--- src/rtl/rx_div_cfg_if.sv ---
// Register-file / RX-divider bundle around the prescale-change controller.
// Handshake: a request is taken on any clk edge where cfg_valid=1 and cfg_ready=1;
// cfg_valid while cfg_ready=0 is dropped, and completion is reported by a one-cycle cfg_ack or cfg_err.
interface rx_div_cfg_if #(
  parameter int DATA_WIDTH = 8
);
  logic [5:0]            cfg_prescale;
  logic                  cfg_valid;
  logic                  cfg_ready;
  logic                  cfg_ack;
  logic                  cfg_err;
  logic                  rx_busy;
  logic                  tx_busy;
  logic                  div_tick;
  logic                  div_en;
  logic [DATA_WIDTH-1:0] div_ratio_rx;
  logic [5:0]            active_prescale;

  modport master (
    output cfg_prescale, cfg_valid, rx_busy, tx_busy, div_tick,
    input  cfg_ready, cfg_ack, cfg_err, div_en, div_ratio_rx, active_prescale
  );

  modport slave (
    input  cfg_prescale, cfg_valid, rx_busy, tx_busy, div_tick,
    output cfg_ready, cfg_ack, cfg_err, div_en, div_ratio_rx, active_prescale
  );
endinterface

--- src/rtl/rx_div_cfg_ctrl.sv ---
// Sequences run-time UART RX prescale changes: validate, wait for idle UART and a
// divider period boundary, gate the divider, load the new ratio, re-enable.
module rx_div_cfg_ctrl #(
  parameter int DATA_WIDTH   = 8,
  parameter int GATE_CYCLES  = 2,
  parameter int WAIT_TIMEOUT = 1024
) (
  input  logic       clk,
  input  logic       rst,
  rx_div_cfg_if.slave bus,
  output logic [1:0] state_o
);
  localparam logic [1:0] S_IDLE      = 2'd0;
  localparam logic [1:0] S_WAIT_IDLE = 2'd1;
  localparam logic [1:0] S_WAIT_TICK = 2'd2;
  localparam logic [1:0] S_GATE      = 2'd3;

  localparam int CW = $clog2(WAIT_TIMEOUT + 1);
  localparam int GW = $clog2(GATE_CYCLES + 1);

  logic [1:0]            state_q, state_d;
  logic [CW-1:0]         cnt_q, cnt_d;
  logic [GW-1:0]         gcnt_q, gcnt_d;
  logic [5:0]            pend_q, pend_d;
  logic [5:0]            active_q, active_d;
  logic [DATA_WIDTH-1:0] ratio_q, ratio_d;
  logic                  ready_q, ready_d;
  logic                  ack_q, ack_d;
  logic                  err_q, err_d;
  logic                  en_q, en_d;
  logic                  busy;
  logic                  legal;

  function automatic logic [DATA_WIDTH-1:0] ratio_of(input logic [5:0] p);
    case (p)
      6'd32:   ratio_of = DATA_WIDTH'(1);
      6'd16:   ratio_of = DATA_WIDTH'(2);
      6'd8:    ratio_of = DATA_WIDTH'(4);
      6'd4:    ratio_of = DATA_WIDTH'(8);
      default: ratio_of = '0;
    endcase
  endfunction

  assign busy  = bus.rx_busy | bus.tx_busy;
  assign legal = (bus.cfg_prescale == 6'd32) || (bus.cfg_prescale == 6'd16) ||
                 (bus.cfg_prescale == 6'd8)  || (bus.cfg_prescale == 6'd4);

  always_comb begin
    state_d  = state_q;
    cnt_d    = cnt_q;
    gcnt_d   = gcnt_q;
    pend_d   = pend_q;
    active_d = active_q;
    ratio_d  = ratio_q;
    ready_d  = ready_q;
    en_d     = en_q;
    ack_d    = 1'b0;
    err_d    = 1'b0;
    case (state_q)
      S_IDLE: begin
        if (bus.cfg_valid && ready_q) begin
          if (!legal) begin
            err_d = 1'b1;
          end else if (bus.cfg_prescale == active_q) begin
            ack_d = 1'b1;
          end else begin
            pend_d  = bus.cfg_prescale;
            ready_d = 1'b0;
            cnt_d   = '0;
            state_d = S_WAIT_IDLE;
          end
        end
      end
      S_WAIT_IDLE: begin
        if (busy) begin
          cnt_d = cnt_q + 1'b1;
          // Abort on the edge where the busy count reaches the timeout.
          if (cnt_q == CW'(WAIT_TIMEOUT - 1)) begin
            err_d   = 1'b1;
            ready_d = 1'b1;
            state_d = S_IDLE;
          end
        end else begin
          state_d = S_WAIT_TICK;
        end
      end
      S_WAIT_TICK: begin
        if (busy) begin
          state_d = S_WAIT_IDLE;
        end else if (bus.div_tick) begin
          en_d    = 1'b0;
          ratio_d = ratio_of(pend_q);
          gcnt_d  = '0;
          state_d = S_GATE;
        end
      end
      default: begin
        if (gcnt_q == GW'(GATE_CYCLES - 1)) begin
          en_d     = 1'b1;
          active_d = pend_q;
          ack_d    = 1'b1;
          ready_d  = 1'b1;
          state_d  = S_IDLE;
        end else begin
          gcnt_d = gcnt_q + 1'b1;
        end
      end
    endcase
  end

  always_ff @(posedge clk or posedge rst) begin
    if (rst) begin
      state_q  <= S_IDLE;
      cnt_q    <= '0;
      gcnt_q   <= '0;
      pend_q   <= 6'd32;
      active_q <= 6'd32;
      ratio_q  <= DATA_WIDTH'(1);
      ready_q  <= 1'b1;
      ack_q    <= 1'b0;
      err_q    <= 1'b0;
      en_q     <= 1'b1;
    end else begin
      state_q  <= state_d;
      cnt_q    <= cnt_d;
      gcnt_q   <= gcnt_d;
      pend_q   <= pend_d;
      active_q <= active_d;
      ratio_q  <= ratio_d;
      ready_q  <= ready_d;
      ack_q    <= ack_d;
      err_q    <= err_d;
      en_q     <= en_d;
    end
  end

  assign bus.cfg_ready       = ready_q;
  assign bus.cfg_ack         = ack_q;
  assign bus.cfg_err         = err_q;
  assign bus.div_en          = en_q;
  assign bus.div_ratio_rx    = ratio_q;
  assign bus.active_prescale = active_q;
  assign state_o             = state_q;
endmodule

--- src/flat_wrapper.sv ---
// flat-port wrapper written by rule: the top's interface ports become plain ports
module rx_div_cfg_ctrl_flat 
#(
  parameter int DATA_WIDTH   = 8,
  parameter int GATE_CYCLES  = 2,
  parameter int WAIT_TIMEOUT = 1024
)
  (clk, rst, state_o, bus_cfg_prescale, bus_cfg_valid, bus_rx_busy, bus_tx_busy, bus_div_tick, bus_cfg_ready, bus_cfg_ack, bus_cfg_err, bus_div_en, bus_div_ratio_rx, bus_active_prescale);
  rx_div_cfg_if #(.DATA_WIDTH(DATA_WIDTH)) bus_i ();
  input  logic clk;
  input  logic rst;
  output logic [1:0] state_o;
  input wire logic [$bits(bus_i.cfg_prescale)-1:0] bus_cfg_prescale;
  input wire logic [$bits(bus_i.cfg_valid)-1:0] bus_cfg_valid;
  input wire logic [$bits(bus_i.rx_busy)-1:0] bus_rx_busy;
  input wire logic [$bits(bus_i.tx_busy)-1:0] bus_tx_busy;
  input wire logic [$bits(bus_i.div_tick)-1:0] bus_div_tick;
  output wire logic [$bits(bus_i.cfg_ready)-1:0] bus_cfg_ready;
  output wire logic [$bits(bus_i.cfg_ack)-1:0] bus_cfg_ack;
  output wire logic [$bits(bus_i.cfg_err)-1:0] bus_cfg_err;
  output wire logic [$bits(bus_i.div_en)-1:0] bus_div_en;
  output wire logic [$bits(bus_i.div_ratio_rx)-1:0] bus_div_ratio_rx;
  output wire logic [$bits(bus_i.active_prescale)-1:0] bus_active_prescale;
  assign bus_i.cfg_prescale = bus_cfg_prescale;
  assign bus_i.cfg_valid = bus_cfg_valid;
  assign bus_i.rx_busy = bus_rx_busy;
  assign bus_i.tx_busy = bus_tx_busy;
  assign bus_i.div_tick = bus_div_tick;
  assign bus_cfg_ready = bus_i.cfg_ready;
  assign bus_cfg_ack = bus_i.cfg_ack;
  assign bus_cfg_err = bus_i.cfg_err;
  assign bus_div_en = bus_i.div_en;
  assign bus_div_ratio_rx = bus_i.div_ratio_rx;
  assign bus_active_prescale = bus_i.active_prescale;
  rx_div_cfg_ctrl #(.DATA_WIDTH(DATA_WIDTH), .GATE_CYCLES(GATE_CYCLES), .WAIT_TIMEOUT(WAIT_TIMEOUT)) u_core (.clk(clk), .rst(rst), .bus(bus_i), .state_o(state_o));
endmodule
--- config.mk ---
export PLATFORM = sky130hd
export DESIGN_NAME = rx_div_cfg_ctrl_flat
export DESIGN_NICKNAME = d
export VERILOG_FILES = /design/src/rtl/rx_div_cfg_if.sv /design/src/rtl/rx_div_cfg_ctrl.sv /design/src/flat_wrapper.sv
export SDC_FILE = /design/constraint.sdc
export NUM_CORES = 1
export LEC_CHECK = 0
export CAP_MARGIN = 40
export CORE_ASPECT_RATIO = 1.75
export CORE_MARGIN = 4
export CORE_UTILIZATION = 48
export CTS_CLUSTER_SIZE = 12
export DETAILED_ROUTE_END_ITERATION = 10
export PLACE_DENSITY = 0.76
export SLEW_MARGIN = 20
export SYNTH_ARGS = -nofsm -noshare
export SYNTH_HDL_FRONTEND = slang
export SYNTH_SLANG_ARGS = --single-unit
--- constraint.sdc ---
create_clock -name clk -period 1.63 [get_ports clk]
set_input_delay 0.326 -clock clk [delete_from_list [all_inputs] [get_ports clk]]
set_output_delay 0.326 -clock clk [all_outputs]
set_load 0.005 [all_outputs]
After elaboration in Yosys (flattened, before gate mapping)
Cells that the tools add are included.
- register bits: 39
- latch bits: 0
- bits in writable memories: 0
- bits in read-only memories: 0
- input bits: 12
- output and inout port bits: 20
- memories kept: 0
- add/sub/neg operators: 2
- multiply operators: 0
- div/mod/pow operators: 0
- order comparisons: 0
- equal/unequal tests: 23
- shifts and indexed selects: 0
- muxes and demuxes: 39
- bitwise gates (word level): 6
- reductions and logical operators: 20
- operator list (kind ; count):
    11-bit two-way mux ; 4
    2-bit two-way mux ; 11
    11-bit case mux with 2 select lines ; 1
    1-bit two-way mux ; 16
    4-bit case mux with 4 select lines ; 1
    6-bit by 3-bit equality test with 1-bit output (second input constant) ; 2
    6-bit by 4-bit equality test with 1-bit output (second input constant) ; 2
    6-bit by 5-bit equality test with 1-bit output (second input constant) ; 2
    6-bit equality test (second input constant) ; 2
    4-bit AND reduction ; 3
    11-bit by 1-bit adder with 11-bit output (second input constant) ; 1
    11-bit by 10-bit equality test with 1-bit output (second input constant) ; 1
    2-bit by 1-bit != test with 1-bit output (second input constant) ; 4
    2-bit != test (second input constant) ; 4
    7-bit AND reduction ; 1
    6-bit equality test ; 1
    1-bit case mux with 2 select lines ; 3
    2-bit case mux with 3 select lines ; 1
    6-bit AND reduction ; 1
    1-bit NOT ; 5
    5-bit AND reduction ; 1
    2-bit by 1-bit equality test with 1-bit output (second input constant) ; 2
    2-bit case mux with 2 select lines ; 1
    2-bit nonzero test ; 2
    15 further kinds ; 18

Longest topological paths before layout
Gate-level depths: netlist of run 1.
- depth after elaboration: 7
- depth in mapped cells: 6

Least setup slack after synthesis of run 1
Ideal clock, no wire load.
- kind: register -> register
- start point: register u_core.cnt_q[0]
- end point: register u_core.cnt_q[6]
- arrival: 1492 ps
- data required time: 1496 ps
- setup slack: 4 ps
- cell stages (with the launch flop): 7
- path buffers: 0
- period minus slack after synthesis: 1626 ps
- cell sequence: dfrtp_1 -> ha_1 -> nand2_1 -> nor3_1 -> mux2_2 -> a22oi_1 -> o31ai_1
- word-level cells in the longest chain between the ends: 3
- ends and longest elaborated chain (element ; RTL line ; text):
    start: declaration ; rx_div_cfg_ctrl.sv:22 ; logic [CW-1:0] cnt_q, cnt_d;
    start signal: assignment ; rx_div_cfg_ctrl.sv:125 ; cnt_q <= cnt_d;
    11-bit by 1-bit adder with 11-bit output ; rx_div_cfg_ctrl.sv:76 ; cnt_d = cnt_q + 1'b1;
    11-bit two-way mux ; rx_div_cfg_ctrl.sv:75 ; if (busy) begin
    11-bit case mux with 2 select lines ; rx_div_cfg_ctrl.sv:59 ; case (state_q)
Every way passes these cells. The select of a mux whose other input is x is not followed.
A chain may end at the register's enable or synchronous reset.

Worst setup path in the final report of run 1
- start point: register u_core.active_q[4] (netlist: u_core.bus.active_prescale[4])
- end point: register u_core.pend_q[3]
- word-level cells in the longest chain between the ends: 3
- ends and longest elaborated chain (element ; RTL line ; text):
    start: declaration ; rx_div_cfg_ctrl.sv:25 ; logic [5:0] active_q, active_d;
    start signal: assignment ; rx_div_cfg_ctrl.sv:128 ; active_q <= active_d;
    6-bit equality test ; rx_div_cfg_ctrl.sv:64 ; end else if (bus.cfg_prescale == active_q) begin
    1-bit NOT (no source line) ; -- ;
    4-bit AND reduction (no source line) ; -- ;
    end signal: assignment ; rx_div_cfg_ctrl.sv:127 ; pend_q <= pend_d;
    end: declaration ; rx_div_cfg_ctrl.sv:24 ; logic [5:0] pend_q, pend_d;
Every way passes these cells.

==> results of run 1 <==
-- cell type report --
| type | instances | share of cell area |
|---|---|---|
| timing repair buffer | 72 | 0.220 |
| clock inverter | 3 | 0.0158 |
| clock buffer | 5 | 0.0248 |
| sequential | 35 | 0.318 |
| multi-input combinational | 150 | 0.389 |
| inverter | 8 | 0.0108 |
| tap | 48 | 0.0216 |
-- cell families after synthesis --
logic type,Yosys count
mux,15
buf+inv,23
fa+ha+maj,2
other cells,1
xor+xnor,7
flops,35
compound gates,50
simple gates,72
-- where the power goes --
group,total (mW),switching [mW],internal (mW)
logic,0.130,0.0646,0.0659
registers,0.869,0,0.869
clock network,0.778,0.323,0.455
total,1.78,0.388,1.39
-- cells in the final DEF, fill, tap and decap left out, types with 2 or more instances in the layout --
master,instances
a21o_1,2
a21oi_1,2
a22o_1,4
a22oi_1,8
a31oi_1,2
and2_4,2
buf_2,2
buf_4,40
buf_6,3
clkbuf_8,5
clkdlybuf4s50_1,15
conb_1,4
dfrtp_1,28
dfrtp_2,2
dfstp_2,5
dlygate4sd2_1,9
ha_1,2
inv_1,8
mux2_2,11
mux2_4,4
nand2_1,11
nand2b_1,13
nand3_1,5
nand3_2,2
nand4_1,2
nand4b_1,2
nor2_1,15
nor3_1,3
nor3_2,3
nor4_1,5
nor4b_1,2
o21ai_0,12
o21ai_1,8
o31ai_1,2
or4_1,2
xnor2_1,3
xor2_1,4
-- metal layers --
metal | global-route usage | wire length, um | vias to the layer above
met2 | 0.401 | 3060 | 51
met1 | 0.192 | 1770 | 909
met3 | 0.0331 | 254 | 11
met4 | 0.0733 | 112 | 0
met5 | 0 | 0 | -
li1 | - | - | 868
-- worst reg2reg max path: cells and delay by family, from the launching register on --
family,cells,cell delay [ps]
and+or+nand+nor,3,560
DFF,1,420
buffers and inverters,1,140
muxes,1,300
xor gates and xnor gates,1,160
-- sequential cells by signal (all words and copies together) (netlist names) --
name,cells
u_core.cnt_q,11
u_core.pend_q,6
u_core.bus.div_en,1
u_core.bus.cfg_ack,1
u_core.bus.div_ratio_rx,4
u_core.bus.cfg_ready,1
u_core.bus.cfg_err,1
u_core.gcnt_q,2
u_core.bus.active_prescale,6
u_core.state_o,2
-- metrics by stage --
stage / cell area, um2 / hold WS, ps / instances / setup slack, ps
final: 2780 / 390 / 321 / -60.6
after global routing: 2780 / 420 / 321 / -150
after CTS: 2710 / 394 / 319 / -52.0
after detailed placement: 2550 / 483 / 307 / -552
after global placement: 2550 / 473 / 307 / -481
after floorplan: 2000 / 472 / 208 / 4.15
-- worst paths after layout --
check                                               from                          to  slack, ps
setup / recovery           u_core.bus.active_prescale[4]            u_core.pend_q[3]        -60
hold / removal                                       rst             u_core.cnt_q[7]        390
setup reg to reg           u_core.bus.active_prescale[4]            u_core.pend_q[3]        -60
hold reg to reg               u_core.bus.div_ratio_rx[0]  u_core.bus.div_ratio_rx[0]        490
max in group asynchronous                            rst        u_core.bus.cfg_ready        990
min in group clk                     bus_cfg_prescale[2]            u_core.pend_q[2]        430
-- synthesized netlist by cell type --
library cell	count	area share
conb_1	1	0.0019
nor4_1	6	0.019
and2_2	2	0.0076
buf_2	1	0.0025
o21ai_1	2	0.0050
or4_1	2	0.0076
a221oi_1	1	0.0044
nand4_1	2	0.0063
buf_1	1	0.0019
a31oi_1	2	0.0063
clkbuf_1	8	0.015
o31a_1	1	0.0044
dfrtp_1	30	0.38
nor2_1	15	0.028
a21o_1	2	0.0076
a22o_1	4	0.018
o2111ai_1	1	0.0044
a211oi_1	1	0.0038
a22oi_1	8	0.030
xor2_1	4	0.018
nor3b_1	1	0.0038
o21ai_0	19	0.048
nor4b_1	2	0.0088
nand4b_1	2	0.0088
buf_4	4	0.015
mux2_2	11	0.062
a21oi_1	2	0.0050
o31ai_1	3	0.011
mux2_4	4	0.030
buf_6	1	0.0057
nor2_2	1	0.0032
a22o_2	1	0.0050
ha_1	2	0.013
nand4bb_1	1	0.0057
o311ai_0	1	0.0044
nor3_1	6	0.015
a32oi_1	1	0.0044
dfstp_2	5	0.066
nand2_1	12	0.023
a2bb2oi_1	1	0.0044
nand2b_1	13	0.041
xnor2_1	3	0.013
nand3_1	7	0.018
inv_1	8	0.015
-- what timing repair did --
action                                  in CTS  in global routing
resized for setup                           22                 25
pin swaps                                    7                  5
buffers inserted                             4                  1
hold buffers                                 0                  0
cloned                                       0                  1
endpoints found under the setup margin      25                 27
==> impl_results.md, run 1 <==
- Overall Global Routing Usage: 0.199
- Longest Clk Path Bufs: 2
- Status: finished, violations left
- Clock Sink Count: 35
- Worst path slowest cell: dfrtp_1
- WP depth: 6
- Global-route wire length before repair: between 8000 and 9000 um
- Post-Synth XOR/XNOR Area: 0.0309
- Fin nets: around 290
- Worst vdd ir: between 0.0006 and 0.0007 V
- DRT Pass-1 Iters: 4
- Register area: slightly below 900 um2
- Vias in the first global route: 1777
- ANT cells: 0
- Failing checks: setup timing
- P_leak: 1.35 nW
- Kind of cell adding the most delay to the critical path: simple AND/OR/NAND/NOR gates
- Fmax: between 500 and 600 MHz
- Cells after synthesis: between 200 and 250
- Worst r2r path cells: 6
- Chip height: roughly 93 um
- Post-synthesis mux area share: 0.0927
- Max-slew violations: 0
- Tmin final: 1690 ps
- H-tree depth: 2
- Vias: around 1.8k
- Critical path's largest stage delay: about 420 ps
- Setup repair after global routing missed its margin: yes
- CORE AREA: around 3900 um2
- Period utilization: 1.04
- Cell area after synthesis: approximately 2000 um2
- Library cells used by synthesis: between 40 and 50
- Number of max-cap violations: 0
- Core Util, Final: 0.705
- Skew-Pair Late Insertion Delay: a little under 300 ps
- Critical path endpoint category: register
- Setup total negative slack: -260 ps
- Crit path buffers/inverters: 1
- Drt drc: 0
- DP HPWL: roughly 3700 um
- I/O Buffers: 27
- Initial antenna violation count: 0
- Register area share after synthesis: 0.445
- Setup-failing EPs final: 6
- Die X: about 57 um
- FILL cells: 294
- Final Wtd Congestion: between 0.8 and 0.9
- CTS tree: yes
- Wire per inst: about 16 um
- Flop and latch count out of synthesis: 35
- Hold Path Class: input port to asynchronous set/reset pin
- Final Hold Fails: 0
- Crit Path Category: register to register
- Vias/cell: 5.73
- Largest net degree at the start of global routing: 36
- Largest family of logic cells by synthesized area: simple AND/OR/NAND/NOR gates
- Compound-cell area share of the yosys netlist: 0.166
- Layout cells sized above 1: 0.344
- Initial core utilization: 0.503
- Startpoint types: register
- Final wirelength: 5200 um
- Final Total Pwr: between 1.5 and 2 mW
- Critical Path Fanout Max: 5
- Worst EP required: around 1800 ps
- IO Pins: 32
- Die Footprint: between 5000 and 6000 um2
- Post-Synth Simple-Gate Area: 0.195
- Worst Path Arrival: 1860 ps
- Power density of the placed cells: between 600 and 700 nW/um2
- Clk slew on worst S/H paths: roughly 70 ps
- Final WS setup: -60.6 ps
- Cell Rows: 30
- Worst path cell trace: xor2_1, nor4_1, nand3_1, nand4bb_1, buf_6, mux2_4
- Drt initial violations: 46
- Footprint of the multi-input gates: about 1100 um2
- Root Driver: clkbuf_8
- Antenna-violating nets left: 0
- Mean post-synth cell area: slightly below 10 um2
- Fin Clk Skew: ~8.2 ps
- TritonCTS buffer count: 5
- Adder-cell share of the synthesized area: 0.0126
- Ys Warns: 0
- Global route overflow: 0
- Area growth from synthesis to layout: 40.0%
Power figures use the tool's default switching activity.
==> run 2, diff against run 1 <==
--- a/config.mk
+++ b/config.mk
@@ -8,10 +8,11 @@
 export CAP_MARGIN = 40
 export CORE_ASPECT_RATIO = 1.75
 export CORE_MARGIN = 4
-export CORE_UTILIZATION = 48
+export CORE_UTILIZATION = 56
 export CTS_CLUSTER_SIZE = 12
 export DETAILED_ROUTE_END_ITERATION = 10
-export PLACE_DENSITY = 0.76
+export DONT_BUFFER_PORTS = 1
+export PLACE_DENSITY = 0.74
 export SLEW_MARGIN = 20
 export SYNTH_ARGS = -nofsm -noshare
 export SYNTH_HDL_FRONTEND = slang
==> run 2 against run 1 <==
Compared with the run above:
- sequential power hardly changed
- register-to-register slack worse by 70 ps
- power shrank 13%
- clock-buffer cell count is the same
- critical path depth is the same
- worst hold slack worse by 370 ps
- the run still ends with setup timing left
- clock power down 22%
- combinational power down 43%
- worst setup slack got worse by 69 ps
- first-iteration DRC count is 11% higher
- critical path type unchanged
- non-clock buffer count decreased by 39
- critical endpoint is now u_core.state_o[0]
- highest routed layer unchanged
==> impl_results.md, run 2 (synthesized netlist as in run 1, its figures left out) <==
- Vias: around 1.7k
- Most flop-heavy register: u_core.cnt_q
- Power density of the placed cells: between 600 and 700 nW/um2
- Status: finished, violations left
- Vias in the first global route: between 1.5k and 2k
- Final WS setup: -130 ps
- Final Wtd Congestion: 0.801
- ANT cells: 0
- Largest net degree at the start of global routing: 36
- FF-to-FF setup slack: -130 ps
- Initial core utilization: 0.584
- Setup repair after global routing missed its margin: yes
- Fin Clk Skew: ~3.6 ps
- Max reg flops: 11
- Critical path's largest stage delay: 400 ps
- Final Hold Fails: 0
- Longest Clk Path Bufs: 2
- Worst Path Arrival: a little under 2000 ps
- Non-filler instance count after layout: 279
- Max-slew violations: 0
- Critical path endpoint category: register
- Hold Path Class: input port to asynchronous set/reset pin
- I/O Buffers: 0
- RR Endpoint: u_core.state_o[0]
- Cell Rows: 28
- Final wirelength: 4660 um
- Drt drc: 0
- Antenna-violating nets left: 0
- CORE AREA: between 3000 and 4000 um2
- DP HPWL: roughly 3300 um
- Pre-CTS WS: -416 ps
- Layout cells sized above 1: 0.312
- Critical Path Fanout Max: 7
- Overall Global Routing Usage: 0.223
- Worst path cell trace: xor2_1, nor4_1, nand3_1, nor3b_2, buf_2, o31a_1
- Worst r2r src: u_core.bus.active_prescale[0]
- Global-route wire length before repair: roughly 7600 um
- Setup-failing EPs final: 10
- Clk slew on worst S/H paths: about 70 ps
- Drt initial violations: about 50
- Final Total Pwr: 1.55 mW
- Root Driver: clkbuf_8
- Number of max-cap violations: 0
- Die Footprint: between 4000 and 5000 um2
- Worst EP required: around 1800 ps
- Commonest non-fill, non-tap cells in the layout: buf_4 (30), dfrtp_1 (30), o21ai_0 (18), nor2_1 (15), nand2b_1 (13)
- Fmax: about 570 MHz
- Worst r2r path cells: 6
- Failing checks: setup timing
- H-tree depth: 2
- Chip height: 86.7 um
- IO Pins: 32
- Wire per inst: about 17 um
- CTS tree: yes
- Placed cell count: 270
- Worst vdd ir: approximately 0.00060 V
- Skew-Pair Late Insertion Delay: 290 ps
- Startpoint types: register
- Initial antenna violation count: 0
- Clock Sink Count: 35
- Die X: about 53 um
- Worst path slowest cell: dfrtp_1
- Fin nets: approximately 250
- Crit path buffers/inverters: 1
- Kind of cell adding the most delay to the critical path: simple AND/OR/NAND/NOR gates
- TritonCTS buffer count: 5
- P_leak: 1.13 nW
- Tmin final: 1760 ps
- Vias/cell: 5.94
- DRT Pass-1 Iters: 4
- Period utilization: 1.08
- Area growth from synthesis to layout: 20.2%
- Crit Path Category: register to register
- Core Util, Final: 0.702
- Global route overflow: 0
-- run 2: per-layer routing --
layer / track usage / routed length (um) / vias up
met2: 0.387 / 2610 / 28
met4: 0.0977 / 94 / 0
li1: - / - / 792
met1: 0.253 / 1750 / 827
met5: 0 / 0 / -
met3: 0.0516 / 206 / 9
-- run 2: final cells by class --
type	instances	area, um2
multi-input combinational	150	1070
fill	276	1010
sequential	35	882
timing repair buffer	33	262
clock buffer	5	68.8
tap	45	56.3
inverter	8	30.0
clock inverter	3	15.0
-- run 2: worst reg2reg max path: cells and delay by family (launching register included) --
family / cells / cell delay [ps]
compound gates: 1 / 230
xor+xnor: 1 / 150
buf+inv: 1 / 180
flops: 1 / 400
simple gates: 3 / 700
-- run 2: report_power, final --
group / leakage (nW) / internal, mW / switching (mW)
combinational: 0.686 / 0.0321 / 0.0426
sequential: 0.398 / 0.869 / 0
clock: 0.0477 / 0.292 / 0.313
-- run 2: what timing repair did --
action | CTS | global route
setup endpoints to repair | 16 | 17
resized for setup | 2 | 15
hold buffers | 0 | 0
setup buffers | 1 | 0
pin swaps | 0 | 4
-- run 2: how the worst max path moves through the flow --
| stage | cells past startpoint | from | to | slack [ps] |
|---|---|---|---|---|
| 5_1_grt | 6 | u_core.bus.active_prescale[0] | u_core.pend_q[4] | -180 |
| 2_1_floorplan | 6 | u_core.cnt_q[0] | u_core.cnt_q[6] | 4 |
| 6_report | 6 | u_core.bus.active_prescale[0] | u_core.state_o[0] | -130 |
| 3_5_place_dp | 6 | bus_cfg_prescale[3] | u_core.cnt_q[1] | -420 |
| 3_3_place_gp | 5 | bus_cfg_prescale[3] | u_core.cnt_q[2] | -520 |
| 4_1_cts | 6 | u_core.bus.active_prescale[0] | u_core.state_o[0] | -140 |
-- run 2: stage by stage --
stage / area (um2) / hold slack, ps / TNS (ps)
after floorplan: 2000 / 472 / 0
final: 2390 / 16.0 / -795
after CTS: 2320 / 20.4 / -1010
after detailed placement: 2220 / 340 / -4550
after global placement: 2220 / 331 / -6430
after global routing: 2390 / 55.1 / -1860
==> run 3, diff against run 2 <==
--- a/config.mk
+++ b/config.mk
@@ -5,6 +5,7 @@
 export SDC_FILE = /design/constraint.sdc
 export NUM_CORES = 1
 export LEC_CHECK = 0
+export ABC_AREA = 1
 export CAP_MARGIN = 40
 export CORE_ASPECT_RATIO = 1.75
 export CORE_MARGIN = 4
==> constraint.sdc (replaced) <==
create_clock -name clk -period 1.63 [get_ports clk]
set_input_delay 0.2445 -clock clk [delete_from_list [all_inputs] [get_ports clk]]
set_output_delay 0.2445 -clock clk [all_outputs]
set_load 0.005 [all_outputs]
==> run 3 against run 2 <==
Compared with the run above:
- the run now ends clean
- largest cell class unchanged
- critical path type unchanged
- area after synthesis increased by 2.2%
- combinational power increased to 12 times the previous value
- register-to-register slack improved by 280 ps
- sequential share of layout area increased by 2.8 points
- sequential cell count unchanged
- global-route usage increased by 0.49 points
- design area decreased by 7.0%
==> impl_results.md, run 3 <==
- Dominant cells by area after synthesis: dfrtp_1 (37%), nand2_1 (16%), dfstp_2 (6.5%)
- P_leak: between 1 and 1.5 nW
- Worst EP required: approximately 1900 ps
- Fmax: approximately 680 MHz
- Critical path endpoint category: register
- Antenna-violating nets left: 0
- Library cells used by synthesis: 28
- Most common cell after layout, fill and taps aside: nand2_1
- Worst path slowest cell: dfstp_2
- RR Endpoint: u_core.cnt_q[10]
- Vias in the first global route: about 1.7k
- Area growth from synthesis to layout: 9.44%
- CTS tree: yes
- Flop and latch count out of synthesis: 35
- Cell area after synthesis: 2030 um2
- Largest net degree at the start of global routing: 36
- Clock Sink Count: 35
- Longest Clk Path Bufs: 2
- Worst vdd ir: about 0.0011 V
- CORE AREA: ~3400 um2
- Crit-path most repeated cell: nand2_1
- Most flop-heavy register: u_core.cnt_q
- FF-to-FF setup slack: 150 ps
- Global-route wire length before repair: 7680 um
- Vias: between 1.5k and 2k
- Chip height: ~90 um
- Ys Warns: 0
- Setup repair after global routing missed its margin: yes
- Vias/cell: 5.32
- Drt drc: 0
- ANT cells: 0
- Post-synth top flop: dfrtp_1
- Final WS setup: between 150 and 200 ps
- Final Hold Fails: 0
- Hold Path Class: input port to register
- Wire per inst: around 14 um
- Critical path endpoint: u_core.cnt_q[10]
- Status: finished, final reports clean
- Startpoint types: register
- Tmin final: 1480 ps
- Leading area contributor after synthesis: dfrtp_1
- Critical path's largest stage delay: between 500 and 600 ps
- Mean post-synth cell area: around 7.3 um2
- Worst path cell trace: inv_1, nand2_1, nand2_1, nor2_1, nand3_1, nand2_2, nand2_4, nand3_4, nand2_1, nand2_1
- DP HPWL: about 3600 um
- DRT Pass-1 Iters: 4
- Overall Global Routing Usage: 0.228
- Post-synth top cells: nand2_1 (85), inv_1 (33), dfrtp_1 (30)
- Pre-CTS WS: roughly 84 ps
- Commonest non-fill, non-tap cells in the layout: nand2_1 (85), inv_1 (33), dfrtp_1 (30), nor2_1 (28), o21ai_0 (18)
- Fin Clk Skew: ~4.0 ps
- EDFF count, synth: 0
- Worst setup startpoint: u_core.bus.active_prescale[5]
- Max reg flops: 11
- Worst r2r path cells: 10
- Setup total negative slack: 0 ps
- Global route overflow: 0
- Worst Path Arrival: around 1700 ps
- Final Wtd Congestion: roughly 0.81
- Worst r2r src: u_core.bus.active_prescale[5]
- Period utilization: 0.907
- Initial core utilization: 0.591
- Asr flop ratio synth: 1.00
- Root Driver: clkbuf_8
- Die X: between 50 and 60 um
- IO Pins: 32
- Crit Path Category: register to register
- Final wirelength: around 4600 um
- Clk slew on worst S/H paths: 70 ps
- Layout cells sized above 1: 0.130
- Fin nets: a little over 300
- I/O Buffers: 0
- Skew-Pair Late Insertion Delay: between 200 and 300 ps
- Number of max-cap violations: 0
- Setup-failing EPs final: 0
- Initial antenna violation count: 0
- Drt initial violations: between 40 and 50
- Critical Path Fanout Max: 15
- Cell Rows: 28
- Final Total Pwr: ~2.8 mW
- H-tree depth: 2
- Power density of the placed cells: 1250 nW/um2
- Max-slew violations: 0
- Register area share after synthesis: 0.435
- Die Footprint: 4690 um2
- Most frequent cell after synthesis: nand2_1
- Synth top area share: 0.370
- Cells after synthesis: approximately 280
- TritonCTS buffer count: 5
[run 3: worst min path at each step]
stage	startpoint	endpoint	slack, ps	cells after the start
4_1_cts	bus_cfg_prescale[2]	u_core.pend_q[2]	80	2
3_3_place_gp	rst	u_core.bus.div_ratio_rx[2]	260	2
2_1_floorplan	bus_cfg_prescale[5]	u_core.pend_q[5]	360	2
6_report	bus_cfg_prescale[5]	u_core.pend_q[5]	80	2
3_5_place_dp	rst	u_core.gcnt_q[1]	250	2
5_1_grt	bus_cfg_prescale[5]	u_core.pend_q[5]	100	2
[run 3: repair_timing]
item	CTS	global route
endpoints found under the setup margin	0	14
endpoints found under the hold margin	30	0
buffers inserted	0	0
resized for setup	0	2
hold buffers	1	0
[run 3: where the power goes]
group	switching, mW	total, mW	leakage (nW)	internal [mW]
clock	0.295	0.594	0.0422	0.299
sequential	0.198	1.32	0.440	1.12
combinational	0.567	0.864	0.607	0.297
[run 3: worst max-delay path, delay by kind of cell (launching register included)]
family	cells	cell delay, ps
flip-flops	1	540
buffers and inverters	1	40
AND/OR/NAND/NOR	9	840
[run 3: per-stage QoR]
stage	cells	cell area, um2	hold slack (ps)	utilization
floorplan	281	2040	361	-
global placement	329	2120	257	0.617
detailed placement	329	2120	251	0.617
CTS	338	2210	77.8	0.644
global route	338	2220	101	0.647
finish	338	2220	80.4	0.647
[run 3: cells by family after synthesis]
logic type	Yosys count	synth area share
compound gates	32	0.0876
flops	35	0.435
other cells	1	0.00185
simple gates	160	0.353
fa+ha+maj	2	0.0123
buf+inv	47	0.105
xor+xnor	1	0.00432
[run 3: routing by layer]
| metal | GRT usage | part of all wire | vias up |
|---|---|---|---|
| met3 | 0.0443 | 0.047 | 5 |
| met4 | 0.107 | 0.016 | 0 |
| met5 | 0 | 0 | - |
| li1 | - | - | 912 |
| met1 | 0.219 | 0.35 | 834 |
| met2 | 0.438 | 0.59 | 47 |
[run 3: cell type report]
type / count / area, um2
clock inverter: 1 / 5.00
tap: 45 / 56.3
inverter: 37 / 139
fill: 352 / 1210
clock buffer: 7 / 76.3
sequential: 35 / 882
timing repair buffer: 14 / 108
multi-input combinational: 199 / 953
